**src/rtl/spi_pkg.sv**
```systemverilog
// Shared types and helpers for the SPI slave receive front-end.
package spi_pkg;

  typedef enum logic [1:0] {
    IDLE,
    ACTIVE,
    END_WAIT,
    COMMIT
  } spi_rx_state_t;

  // Mode 0 and mode 3 sample on the rising edge; modes 1 and 2 sample on the falling edge.
  function automatic logic sample_rising(input int cpol, input int cpha);
    return (cpol == cpha);
  endfunction

endpackage

```
**src/rtl/spi_sync.sv**
```systemverilog
// N-stage flop synchroniser for one asynchronous input, with a selectable reset level.
module spi_sync #(
  parameter int   STAGES  = 2,
  parameter logic RST_VAL = 1'b0
) (
  input  logic clk,
  input  logic rst,
  input  logic d,
  output logic q
);

  logic [STAGES-1:0] ff;

  always_ff @(posedge clk or posedge rst) begin
    if (rst) ff <= RST_VAL ? '1 : '0;
    else     ff <= {ff[STAGES-2:0], d};
  end

  assign q = ff[STAGES-1];

endmodule

```
**src/rtl/spi_rx_frame.sv**
```systemverilog
// SPI slave receiver: oversampled inputs, one MSB-first DATA_W-bit word per CS frame,
// with length check and CS-high debounce before the word is committed.
module spi_rx_frame
  import spi_pkg::*;
#(
  parameter int DATA_W      = 33,
  parameter int CPOL        = 0,
  parameter int CPHA        = 1,
  parameter int SYNC_STAGES = 2,
  parameter int CS_FILT     = 4
) (
  input  logic                          clk,
  input  logic                          rst,
  input  logic                          spi_clk,
  input  logic                          spi_cs,
  input  logic                          spi_out,
  output logic [DATA_W-1:0]             rx_data,
  output logic                          rx_valid,
  output logic                          rx_err,
  output logic                          busy,
  output logic [$clog2(DATA_W+2)-1:0]   bit_cnt
);

  localparam int CW = $clog2(DATA_W + 2);
  localparam int FW = $clog2(CS_FILT + 1);
  localparam logic          SAMPLE_RISE = sample_rising(CPOL, CPHA);
  localparam logic [CW-1:0] CNT_FULL    = CW'(DATA_W);
  localparam logic [CW-1:0] CNT_SAT     = CW'(DATA_W + 1);
  localparam logic [FW-1:0] FILT_END    = FW'(CS_FILT);

  spi_rx_state_t state, state_n;

  logic              sck_s, sck_d, cs_s, spi_out_s;
  logic              sample_edge;
  logic [DATA_W-1:0] shreg;
  logic [FW-1:0]     filt_cnt;

  logic clear, shift_en, filt_ld, filt_inc, commit_good, commit_bad;

  spi_sync #(.STAGES(SYNC_STAGES), .RST_VAL(1'(CPOL))) u_sync_clk (
    .clk(clk), .rst(rst), .d(spi_clk), .q(sck_s)
  );
  spi_sync #(.STAGES(SYNC_STAGES), .RST_VAL(1'b1)) u_sync_cs (
    .clk(clk), .rst(rst), .d(spi_cs), .q(cs_s)
  );
  spi_sync #(.STAGES(SYNC_STAGES), .RST_VAL(1'b0)) u_sync_dat (
    .clk(clk), .rst(rst), .d(spi_out), .q(spi_out_s)
  );

  always_ff @(posedge clk or posedge rst) begin
    if (rst) sck_d <= 1'(CPOL);
    else     sck_d <= sck_s;
  end

  assign sample_edge = SAMPLE_RISE ? (sck_s & ~sck_d) : (~sck_s & sck_d);

  always_ff @(posedge clk or posedge rst) begin
    if (rst) state <= IDLE;
    else     state <= state_n;
  end

  // The commit decision is taken on the END_WAIT->COMMIT transition so the
  // registered strobes line up with the single COMMIT cycle.
  always_comb begin
    state_n     = state;
    clear       = 1'b0;
    shift_en    = 1'b0;
    filt_ld     = 1'b0;
    filt_inc    = 1'b0;
    commit_good = 1'b0;
    commit_bad  = 1'b0;
    case (state)
      IDLE: begin
        clear = 1'b1;
        if (!cs_s) state_n = ACTIVE;
      end
      ACTIVE: begin
        shift_en = sample_edge;
        if (cs_s) begin
          state_n = END_WAIT;
          filt_ld = 1'b1;
        end
      end
      END_WAIT: begin
        if (!cs_s) begin
          state_n = ACTIVE;
        end else if (filt_cnt == FILT_END) begin
          state_n = COMMIT;
          if (bit_cnt == CNT_FULL) commit_good = 1'b1;
          else                     commit_bad  = 1'b1;
        end else begin
          filt_inc = 1'b1;
        end
      end
      COMMIT:  state_n = IDLE;
      default: state_n = IDLE;
    endcase
  end

  always_ff @(posedge clk or posedge rst) begin
    if (rst) begin
      shreg   <= '0;
      bit_cnt <= '0;
    end else if (clear) begin
      shreg   <= '0;
      bit_cnt <= '0;
    end else if (shift_en) begin
      shreg <= {shreg[DATA_W-2:0], spi_out_s};
      if (bit_cnt != CNT_SAT) bit_cnt <= bit_cnt + 1'b1;
    end
  end

  always_ff @(posedge clk or posedge rst) begin
    if (rst)           filt_cnt <= '0;
    else if (filt_ld)  filt_cnt <= FW'(1);
    else if (filt_inc) filt_cnt <= filt_cnt + 1'b1;
  end

  always_ff @(posedge clk or posedge rst) begin
    if (rst) begin
      rx_data  <= '0;
      rx_valid <= 1'b0;
      rx_err   <= 1'b0;
    end else begin
      rx_valid <= commit_good;
      rx_err   <= commit_bad;
      if (commit_good) rx_data <= shreg;
    end
  end

  assign busy = (state == ACTIVE) || (state == END_WAIT);

endmodule
```
**config.mk**
```make
export PLATFORM = sky130hd
export DESIGN_NAME = spi_rx_frame
export DESIGN_NICKNAME = d
export VERILOG_FILES = /design/src/rtl/spi_pkg.sv /design/src/rtl/spi_sync.sv /design/src/rtl/spi_rx_frame.sv
export SDC_FILE = /design/constraint.sdc
export NUM_CORES = 1
export LEC_CHECK = 0
export CORE_UTILIZATION = 55
export DETAILED_ROUTE_END_ITERATION = 7
export GPL_ROUTABILITY_DRIVEN = 0
export HOLD_SLACK_MARGIN = 0.08
export PLACE_DENSITY = 0.89
export RECOVER_POWER = 25
export SLEW_MARGIN = 20
export SYNTH_ARGS = -nofsm -noshare
export SYNTH_HDL_FRONTEND = slang
export SYNTH_HIERARCHICAL = 1
export SYNTH_SLANG_ARGS = --single-unit
```
**constraint.sdc**
```tcl
create_clock -name clk -period 5.6 [get_ports clk]
set_input_delay 0.56 -clock clk [delete_from_list [all_inputs] [get_ports clk]]
set_output_delay 0.56 -clock clk [all_outputs]
set_load 0.05 [all_outputs]
```
* Yosys cells after proc, flatten, opt, wreduce, memory -nomap -nowiden *
Cells that the tools add are included.

cells by class
  $add $sub $neg = 2
  $mul = 0
  div/mod/pow operators = 0
  $lt $le $gt $ge = 0
  equal/unequal tests = 9
  shift operators = 0
  mux-type cells = 27
  bitwise operators = 2
  reductions and logical operators = 7

operator list
  operator             number
  $mux 33              2
  $mux 6               3
  $mux 1               15
  $mux 2               4
  $pmux 2 s4           1
  $add 6x1->6 const B  1
  $eq 6x6->1 const B   1
  $mux 3               2
  $ne 6x6->1 const B   1
  $reduce_bool 2->1    3
  $eq 2x2->1 const B   2
  $add 3x1->3 const B  1
  $eq 3x3->1 const B   1
  $ne 3x3->1 const B   1
  $reduce_and 3->1     1
  $eq 2x1->1 const B   1
  $logic_not 2->1      1
  $ne 2x1->1 const B   1
  $ne 2x2->1 const B   1
  $reduce_and 2->1     1
  $and 1x1->1          1
  $logic_or 1x1->1     1
  $not 1->1            1

storage, ports and cells
  flip-flop bits (word level) = 86
  latch bits = 0
  bits in writable memories = 0
  bits in read-only memories = 0
  input port bits = 5
  output and inout port bits = 42
  logic and storage cells = 58
  memories kept = 0

* Depth between registers and ports, before layout *
Gate-level depths: netlist (run 1).

  word-level depth = 6
  mapped depth = 7
  gate-level depth less buffers = 5

* Hierarchy *
Netlist (run 1), hierarchy kept.

by module, submodules not included
  module                     instances  cells an instance  area an instance (sq um)  sequential area each (sq um)
  spi_rx_frame               1          294                3464.6                    2001.9
  spi_sync (u_sync_clk ...)  2          3                  53.8                      50.0
  spi_sync (u_sync_cs)       1          3                  56.3                      52.6

* Worst setup path after synthesis (run 1) *
No wires, ideal clock.

  path kind = reg2reg
  start point = register bit_cnt[2]
  end point = register rx_data[10]
  arrival = 1.667 ns
  required time = 5.475 ns
  slack = 3.808 ns
  cell stages (with the launch flop) = 5
  buffers on the path = 1
  period minus slack after synthesis = 1.792 ns
  path through = dfrtp_1 > nor4b_4 > nand3_4 > buf_6 > mux2_4

between the ends
  word-level cells in the longest chain between the ends = 5

RTL lines
  element                 RTL line             text
  start, declared         spi_rx_frame.sv:21   output logic [$clog2(DATA_W+2)-1:0] bit_cnt
  start signal, assigned  spi_rx_frame.sv:109  if (bit_cnt != CNT_SAT) bit_cnt <= bit_cnt + 1'b1;
  $eq 6x6->1              spi_rx_frame.sv:89   if (bit_cnt == CNT_FULL) commit_good = 1'b1;
  $mux 1                  spi_rx_frame.sv:89
  $mux 1                  spi_rx_frame.sv:87   end else if (filt_cnt == FILT_END) begin
  $mux 1                  spi_rx_frame.sv:85   if (!cs_s) begin
  $mux 1                  spi_rx_frame.sv:72   case (state)
  end signal, assigned    spi_rx_frame.sv:127  if (commit_good) rx_data <= shreg;
  end, declared           spi_rx_frame.sv:17   output logic [DATA_W-1:0] rx_data,

Every way passes these cells.
A chain may end at the register's enable or synchronous reset.

==> reports/metrics.csv, run 1 <==
stage,metric,value,unit
finish,final_cell_mix,"84 x dfrtp_1, 69 x nand2_1, 42 x clkdlybuf4s50_1, 38 x a21oi_1, 29 x mux2_4",
route,wl,6.56,mm
finish,nets,361,
logic_synthesis,ys_warn_count,6,
floorplan,die_h,83.2,um
clock_network,clock_latency,360,ps
timing,worst_slack,3040,ps
worst_setup_path,crit_start,rst,
outcome,outcome,"finished, violations left",
clock_network,tritoncts,built,
timing,hold_viol,0,
logic_synthesis,synth-seq-area-share,0.594,
global_routing,grt.overflow.total,0,
placed_design,place.port_buffers,46,
outcome,violations,"max-capacitance violations, max-slew violations",
worst_setup_path,path_class,in -> async,
worst_setup_path,cp_top_family,buffers and inverters,
global_routing,antenna_found_initial,0,
hold_path,min_from,u_sync_cs/ff[0],
pwr,netSwitchingPower,0.000449,W
timing,holdWs,362,ps
clock_network,cts_htree_levels,3,
timing,max_slew_margin,-0.279,
global_routing,grt_pass1_vias,2329,
timing,setup-tns-final,0,ps
worst_setup_path,rr_startpoint,state[0],
logic_synthesis,synth-seq-cells,86,
clock_network,cts_root_buf,clkbuf_8,
pwr,clkPwrFrac,0.306,
timing,fin_skew,8.57,ps
timing,max_freq,390,MHz
worst_setup_path,path_buf_inv,3,
finish,antenna_cells,0,
floorplan,die_x,83.2,um
worst_setup_path,cp_max_fo,80,
route,ant_nets,0,
worst_setup_path,crit_slowest_cell,clkbuf_2,
pwr,powerDensity,317,nW/um^2
floorplan,die_area,6930,um^2
placed_design,place_hpwl,4.29,mm
logic_synthesis,synthDistinctLibCells,37,
finish,register_area,2150,um^2
logic_synthesis,synth_area_per_cell,12.0,um^2
worst_setup_path,cp.required,5700,ps
clock_network,cts-resized-gates,0,
pwr,ir_drop,0.289,mV
finish,multi_input_area,1340,um^2
timing,grt_setup_unrepaired,false,
clock_network,clk_pin_slew,80,ps
floorplan,ioPinCount,47,
global_routing,grt_max_degree,81,
pwr,p_seq_frac,0.490,
hold_path,hold_class,reg -> reg,
route,vias,2361,
route,dr.pass1.iters,4,
finish,area_growth,19.1,%
finish,fillers,437,
pwr,p_int,0.000919,W
floorplan,start_util,0.571,
route,drc,0,
worst_setup_path,cp-start-kind,primary input,
pwr,p_sw_frac,0.328,
timing,finalCriticalPeriod,2560,ps
logic_synthesis,yosysTopAreaCell,dfrtp_1,
placed_design,post-place-ws,3380,ps
route,drt_iter0_drc,196,
timing,worst_pin_slew,1920,ps
finish,drive_gt1_frac,0.178,
job,drv_cap,1,
worst_setup_path,cp-end-kind,asynchronous set/reset pin,
timing,drv_slew,81,
floorplan,rows,29,
route,vias_per_cell,5.49,
clock_network,cts.sink_count,86,
clock_network,clockBufferDepth,2,
timing,fin_crit_sh,0.458,
worst_setup_path,cp.arrival,2660,ps
route,drt-wirelength-per-cell,15.3,um
clock_network,postCtsSetupBuffers,0,
timing,setup_viol,0,
logic_synthesis,synth_nets,316,
logic_synthesis,synthCells,303,
worst_setup_path,path_cells,dlygate4sd3_1 -> clkinvlp_2 -> clkbuf_2,
global_routing,grt_use_total,0.204,
clock_network,cts-buffers-inserted,9,
floorplan,core-area,6350,um^2
worst_setup_path,slowest_delay,1350,ps
finish,layout_commonest_cell,dfrtp_1,
logic_synthesis,ys_top_cells_by_area,"dfrtp_1 58%, mux2_4 12%, nand2_1 7.1%",
clock_network,hold_buffers,0,
pwr,power_frac_comb,0.204,
logic_synthesis,yosysTopAreaCellShare,0.579,
global_routing,grt_pass1_wl,11.2,mm
pwr,leakage,2.03,nW
logic_synthesis,synth_area,3630,um^2
==> final cells by class <==
cell class                 count  share of cell area
timing repair buffer          50               0.113
clock buffer                  11              0.0350
multi-input combinational    188               0.310
sequential                    86               0.498
tap                           77              0.0223
inverter                      13              0.0116
clock inverter                 5             0.00955
==> power by group through the flow <==
stage	clock [W]	sequential, W	combinational (W)
after global routing	0.000449	0.000675	0.000309
after detailed placement	0	0.000682	0.000279
after floorplan	0	0.000688	0.000200
after CTS	0.000422	0.000671	0.000282
after global placement	0	0.000679	0.000269
final	0.000419	0.000671	0.000279
==> sequential cells by signal (all words and copies together) (netlist names) <==
register,count
bit_cnt,6
filt_cnt,3
rx_data,33
rx_err,1
rx_valid,1
sck_d,1
shreg,33
state,2
u_sync_clk/ff,2
u_sync_cs/ff,2
u_sync_dat/ff,2
==> stage by stage <==
stage / instance area [um^2] / total power, W / utilization / instances
after floorplan: 3630 / 0.000888 / - / 303
after global routing: 4320 / 0.00143 / 0.681 / 430
after detailed placement: 4130 / 0.000961 / 0.651 / 414
after global placement: 4130 / 0.000949 / 0.651 / 414
final: 4320 / 0.00137 / 0.681 / 430
after CTS: 4330 / 0.00137 / 0.681 / 430
==> metal layers <==
metal	share of wire	vias up	wire, um	GRT usage
met5	0	-	0	0
met4	0.012	0	79	0.0909
met3	0.039	8	258	0.0398
met2	0.51	61	3340	0.325
met1	0.44	1181	2890	0.273
li1	-	1111	-	-
==> synthesized netlist by cell type (all sizes together) <==
| cell | instances |
|---|---|
| or3b | 1 |
| a21oi | 38 |
| o2111ai | 1 |
| nand2b | 1 |
| a2111oi | 2 |
| nor3 | 2 |
| a21boi | 1 |
| nor2b | 2 |
| or3 | 2 |
| buf | 9 |
| and4 | 1 |
| nand3b | 1 |
| and3b | 1 |
| o21ai | 3 |
| a21o | 3 |
| nand4 | 2 |
| mux2 | 36 |
| o2bb2ai | 1 |
| nor2 | 3 |
| nor4b | 1 |
| clkbuf | 7 |
| nand2 | 69 |
| inv | 13 |
| o31ai | 1 |
| and2 | 2 |
| o22ai | 1 |
| ha | 8 |
| a31oi | 1 |
| or4b | 1 |
| nand3 | 2 |
| dfrtp | 84 |
| dfstp | 2 |
| o32a | 1 |
==> kinds of logic (layout without fill, tap and decap cells) <==
| family | count (synthesis) | count (layout) | synth area share |
|---|---|---|---|
| AND/OR/NAND/NOR | 91 | 91 | 0.118 |
| flip-flops | 86 | 86 | 0.594 |
| AO/OA/AOI/OAI | 53 | 53 | 0.0828 |
| multiplexers | 36 | 36 | 0.142 |
| buffers and inverters | 29 | 79 | 0.0366 |
| adder cells (fa/ha/maj) | 8 | 8 | 0.0276 |
==> worst paths after layout <==
| kind | to | slack [ps] | cells after the start |
|---|---|---|---|
| worst max-delay path | shreg[21] | 3040 | 3 |
| worst min-delay path | u_sync_cs/ff[1] | 360 | 0 |
| worst max register to register | rx_data[0] | 3370 | 5 |
| worst min register to register | u_sync_cs/ff[1] | 360 | 0 |
| max in group clk | busy | 3100 | 3 |
| min in group asynchronous | u_sync_dat/ff[0] | 580 | 2 |
Power figures use the tool's default switching activity.
==> run 2: changes to the inputs <==
==> constraint.sdc (replaced) <==
create_clock -name clk -period 2.6 [get_ports clk]
set_input_delay 0.26 -clock clk [delete_from_list [all_inputs] [get_ports clk]]
set_output_delay 0.26 -clock clk [all_outputs]
set_load 0.05 [all_outputs]
==> run 2 against run 1 <==
Against the previous run:
- the run now ends clean
- first-iteration DRC count shrank 23%
- sequential power up 110%
- sequential share of layout area fell by 0.37 points
- critical path type is now reg -> reg
- highest routed layer unchanged
==> reports/metrics.csv, run 2 (synthesis results as in run 1) <==
stage,metric,value,unit
worst_setup_path,cp-start-kind,register,
global_routing,antenna_found_initial,0,
worst_setup_path,reg2reg_slack,450,ps
floorplan,die_h,83.2,um
clock_network,cts.sink_count,86,
clock_network,cts-buffers-inserted,9,
pwr,powerDensity,695,nW/um^2
worst_setup_path,cp.required,2840,ps
clock_network,clock_latency,350,ps
finish,register_area,2150,um^2
timing,hold_viol,0,
timing,max_freq,464,MHz
finish,nets,363,
timing,drv_slew,0,
timing,fin_crit_sh,0.829,
floorplan,start_util,0.571,
global_routing,grt_max_degree,35,
outcome,outcome,completed,
clock_network,tritoncts,built,
finish,fin_util,0.686,
worst_setup_path,reg2regPathDepth,5,
clock_network,clk_pin_slew,80,ps
finish,stdcell_count,432,
finish,drive_gt1_frac,0.180,
worst_setup_path,cp_max_fo,34,
global_routing,grt_pass1_vias,2301,
route,dr.pass1.iters,4,
floorplan,die_area,6930,um^2
timing,finalCriticalPeriod,2150,ps
global_routing,grt_pass1_wl,10.9,mm
route,drt_iter0_drc,151,
timing,setup_viol,0,
global_routing,grt.overflow.total,0,
clock_network,postCtsSetupBuffers,0,
worst_setup_path,r2r_end,rx_data[0],
finish,area_growth,20.0,%
clock_network,cts_htree_levels,3,
timing,max_slew_margin,0.134,
clock_network,cts_root_buf,clkbuf_8,
worst_setup_path,cp-end-kind,register,
pwr,ir_drop,0.726,mV
pwr,leakage,2.05,nW
timing,worst_slack,446,ps
timing,grt_setup_unrepaired,false,
timing,worst_pin_slew,1290,ps
route,drc,0,
route,wl,6.36,mm
route,vias,2326,
route,vias_per_cell,5.38,
finish,multi_input_area,1340,um^2
placed_design,place_hpwl,4.25,mm
hold_path,hold_class,in -> async,
placed_design,dp.cells,416,
finish,reg.largest.list,"rx_data: 33 flops, shreg: 33 flops, bit_cnt: 6 flops",
route,drt-wirelength-per-cell,14.7,um
finish,antenna_cells,0,
floorplan,core-area,6350,um^2
finish,fillers,429,
timing,setup-tns-final,0,ps
worst_setup_path,path_class,reg -> reg,
timing,fin_skew,8.51,ps
finish,final_cell_mix,"84 x dfrtp_1, 69 x nand2_1, 42 x clkdlybuf4s50_1, 38 x a21oi_1, 29 x mux2_4",
clock_network,clockBufferDepth,2,
floorplan,die_x,83.2,um
worst_setup_path,cp.arrival,2390,ps
job,drv_cap,0,
placed_design,place.port_buffers,46,
worst_setup_path,rr_startpoint,state[0],
pwr,finalPower,0.00303,W
finish,layout_commonest_cell,dfrtp_1,
placed_design,post-place-ws,422,ps
global_routing,grt_use_total,0.198,
route,ant_nets,0,
floorplan,ioPinCount,47,
floorplan,rows,29,
clock_network,hold_buffers,0,
clock_network,cts-resized-gates,0,
run 2: cell count changes in the layout (fill, tap and decap cells not counted), sizes merged:
| cell | delta |
|---|---|
| clkinvlp | -1 |
| buf | +2 |
| inv | -1 |
| clkbuf | +1 |
| bufinv | +1 |
run 2: layout make-up:
type                    count  share of cell area
clock buffers              12              0.0356
multi-input cells         188               0.308
well taps                  77              0.0221
flip-flops and latches     86               0.495
inverters                  13              0.0115
repair buffers             52               0.115
clock inverters             4              0.0126
run 2: stage by stage:
stage,hold slack [ps],instance area [um^2]
finish,284,4360
global route,310,4360
CTS,166,4370
detailed placement,345,4160
global placement,331,4160
floorplan,1.18,3630
run 2: critical path, cell delays in order (launching register included):
cell     delay (ps)
dfrtp_1         400
inv_1           110
ha_1            250
and4_1          280
nand3_4         480
mux2_4          490
run 2: worst max-delay path by stage:
stage          startpoint           to  slack, ps
2_1_floorplan         rst   bit_cnt[0]        290
3_3_place_gp     state[0]  rx_data[24]        520
3_5_place_dp     state[0]   rx_data[2]        420
4_1_cts          state[0]   rx_data[2]        420
5_1_grt               rst    shreg[26]        230
6_report         state[0]   rx_data[0]        450
run 2: metal layers:
metal / global-route usage / vias to the layer above / routed length (um)
li1: - / 1116 / -
met1: 0.274 / 1156 / 2960
met2: 0.306 / 42 / 3060
met3: 0.0308 / 12 / 189
met4: 0.102 / 0 / 143
met5: 0 / - / 0
run 2: report_power, final:
| group | internal, W | switching [W] |
|---|---|---|
| Clock | 0.000500 | 0.000475 |
| Sequential | 0.00139 | 0.0000494 |
| Combinational | 0.000190 | 0.000423 |
| Total | 0.00208 | 0.000948 |
==> variant: new RTL, settings of run 1 <==
`RST_VAL` is set to 1'b0 in 2 places; all go to 1'b1.
--- a/src/rtl/spi_sync.sv
+++ b/src/rtl/spi_sync.sv
@@ -2,5 +2,5 @@
 module spi_sync #(
   parameter int   STAGES  = 2,
-  parameter logic RST_VAL = 1'b0
+  parameter logic RST_VAL = 1'b1
 ) (
   input  logic clk,
--- a/src/rtl/spi_rx_frame.sv
+++ b/src/rtl/spi_rx_frame.sv
@@ -44,5 +44,5 @@
     .clk(clk), .rst(rst), .d(spi_cs), .q(cs_s)
   );
-  spi_sync #(.STAGES(SYNC_STAGES), .RST_VAL(1'b0)) u_sync_dat (
+  spi_sync #(.STAGES(SYNC_STAGES), .RST_VAL(1'b1)) u_sync_dat (
     .clk(clk), .rst(rst), .d(spi_out), .q(spi_out_s)
   );
Behaviour: no difference found for any inputs over 10 cycles, from zero or initial values and one cycle with rst high; that may be too few to reach the edited logic, so the function may still have changed.
==> variant against run 1 <==
The run still ends with max-capacitance violations, max-slew violations left; register-to-register slack about the same; cell area increased by 0.14%; sequential cell count unchanged; first-iteration DRC count decreased by 10%; synthesized area about the same; utilization increased by 0.099 points; clock skew increased by 1.9 ps; cell count unchanged; routed wire length increased by 0.87%; power increased by 1.1%; clock power increased by 3%; worst setup slack improved by 31 ps.
==> variant: results (changes against run 1) <==
Place
  • DP HPWL: 4170 microns (-2.9%)
  • Placed Cells: 414 (unchanged)
  • IO Port Bufs: 46 (unchanged)
  • DP Area: 0.00414 sq mm (about the same)

Detailed routing
  • WL final: 6620 microns (+0.87%)
  • Detail Route met3 WL: 240 microns (-7.0%)
  • Iteration-0 DRC Markers: 176 (-10%)
  • Drt first pass iters: 4 (unchanged)
  • Met1 WL: 2870 microns (-0.52%)
  • Met2 wire length: 3300 microns (-1.0%)
  • Vias: 2354 (-0.30%)
  • Highest routed layer: met4
  • Vias per cell: 5.47 (-0.30%)

Global routing
  • Gr usage total: 21.0% (+0.62 points)
  • Initial antenna violation count: 0 (unchanged)
  • First-pass GRT wire length: 11300 microns (+1.2%)
  • Largest net degree at the start of global routing: 81 (unchanged)

STA
  • Hold WS: 358 ps (-4.01 ps)
  • Clk_skew: 10.4 ps (+1.86 ps)
  • Slew Viols, Final: 81 (unchanged)
  • Max_slew headroom: -26.6% (+1.2 points)

Logic synthesis
  • Distinct cells, synth: 37 (unchanged)
  • Ranking of synthesized cells by area: dfrtp_1 57%, mux2_4 12%, nand2_1 7.1%, a21oi_1 5.2%, dfstp_2 2.9%
  • Sequential share of the synthesized area: 59.4% (about the same)
  • Gate count of the mapped netlist: 303 (unchanged)
  • Syn Nets: 316 (unchanged)
  • Top cells by count, synth: 82 x dfrtp_1, 69 x nand2_1, 38 x a21oi_1, 29 x mux2_4, 13 x inv_1
  • Synth warn: 6 (unchanged)
  • Post-synth ARST share: 100% (unchanged)

Status
  • Violated checks: max-capacitance violations, max-slew violations
  • Status: finished, violations left

Critical path
  • R2r setup slk: 3370 ps (about the same)
  • R2R Path End: rx_data[14]
  • Arrival @ worst endpoint: 2640 ps (-20 ps)
  • RR Startpoint: state[0]
  • CP Max Fanout: 80 (unchanged)
  • R2r worst-path depth: 5 (unchanged)

Flow run
  • Max cap viols: 1 (unchanged)

CTS
  • Total CTS buffers: 9 (unchanged)
  • Worst-path clk slew: 80 ps (about the same)
  • Worst-Skew Late Latency: 360 ps (about the same)
  • Post-CTS Resized: 0 (unchanged)
  • Setup bufs post-CTS: 0 (unchanged)
  • H-tree depth: 3 (unchanged)
  • Clk buf depth: 2 (unchanged)
  • CTS root buf: clkbuf_8

Pwr
  • P_sw: 0.000446 W (-0.79%)
  • VDD IR max: 0.280 mV (-3.1%)
  • Pleak: 2.03 nW (about the same)

Worst hold path
  • Worst Hold Launch: u_sync_dat/ff[0]
  • Worst Hold End: u_sync_dat/ff[1]
  • Hold WC Path Type: reg -> reg
  • Cells on Worst Hold Path: 0 (unchanged)

Cells and area
  • Regs by FF count: rx_data x33, shreg x33, bit_cnt x6
  • Share of layout cells above drive strength 1: 18.4% (+0.57 points)
  • Ant. Diodes: 0 (unchanged)
  • Post-layout net count: 361 (unchanged)
## variant: cell types whose count changed after synthesis, sizes merged
cell / before / now
dfrtp: 84 / 82
dfstp: 2 / 4
## variant: worst max-delay path, stage by stage
cell           delay (ps)
dlygate4sd3_1         600
clkinvlp_2             90
clkbuf_2             1330
## variant: worst max path at each step
| stage | from | end | slack (ps) |
|---|---|---|---|
| floorplan | rst | bit_cnt[0] | 2990 |
| global placement | state[0] | bit_cnt[0] | 3480 |
| detailed placement | state[0] | rx_data[14] | 3410 |
| CTS | state[0] | busy | 3120 |
| global route | rst | rx_data[12] | 2630 |
| finish | rst | rx_data[31] | 3070 |
## variant: area by class of cell
class                           instances  area, sq um
Clock buffer                            9          124
Clock inverter                          7         72.6
Fill cell                             420         2020
Inverter                               13         50.0
Multi-Input combinational cell        188         1340
Sequential cell                        86         2160
Tap cell                               77         96.3
Timing Repair Buffer                   50          488
## variant: power groups by stage
stage          registers [W]  clock network (W)  logic (W)
2_1_floorplan       0.000689                  0   0.000200
3_3_place_gp        0.000680                  0   0.000268
3_5_place_dp        0.000682                  0   0.000278
4_1_cts             0.000670           0.000438   0.000283
5_1_grt             0.000675           0.000467   0.000308
6_report            0.000670           0.000431   0.000282
## variant: cells by family after synthesis
kind of cell	after synthesis	synth area share, %
multiplexers	36	14.2
flip-flops	86	59.4
buffers and inverters	29	3.65
AO/OA/AOI/OAI	53	8.27
AND/OR/NAND/NOR	91	11.8
adder cells (fa/ha/maj)	8	2.76
## variant: routing by layer
metal / vias up / global-route usage, %
met1: 1172 / 26.8
met3: 14 / 3.98
met5: - / 0
li1: 1111 / -
met2: 57 / 33.8
met4: 0 / 12.1
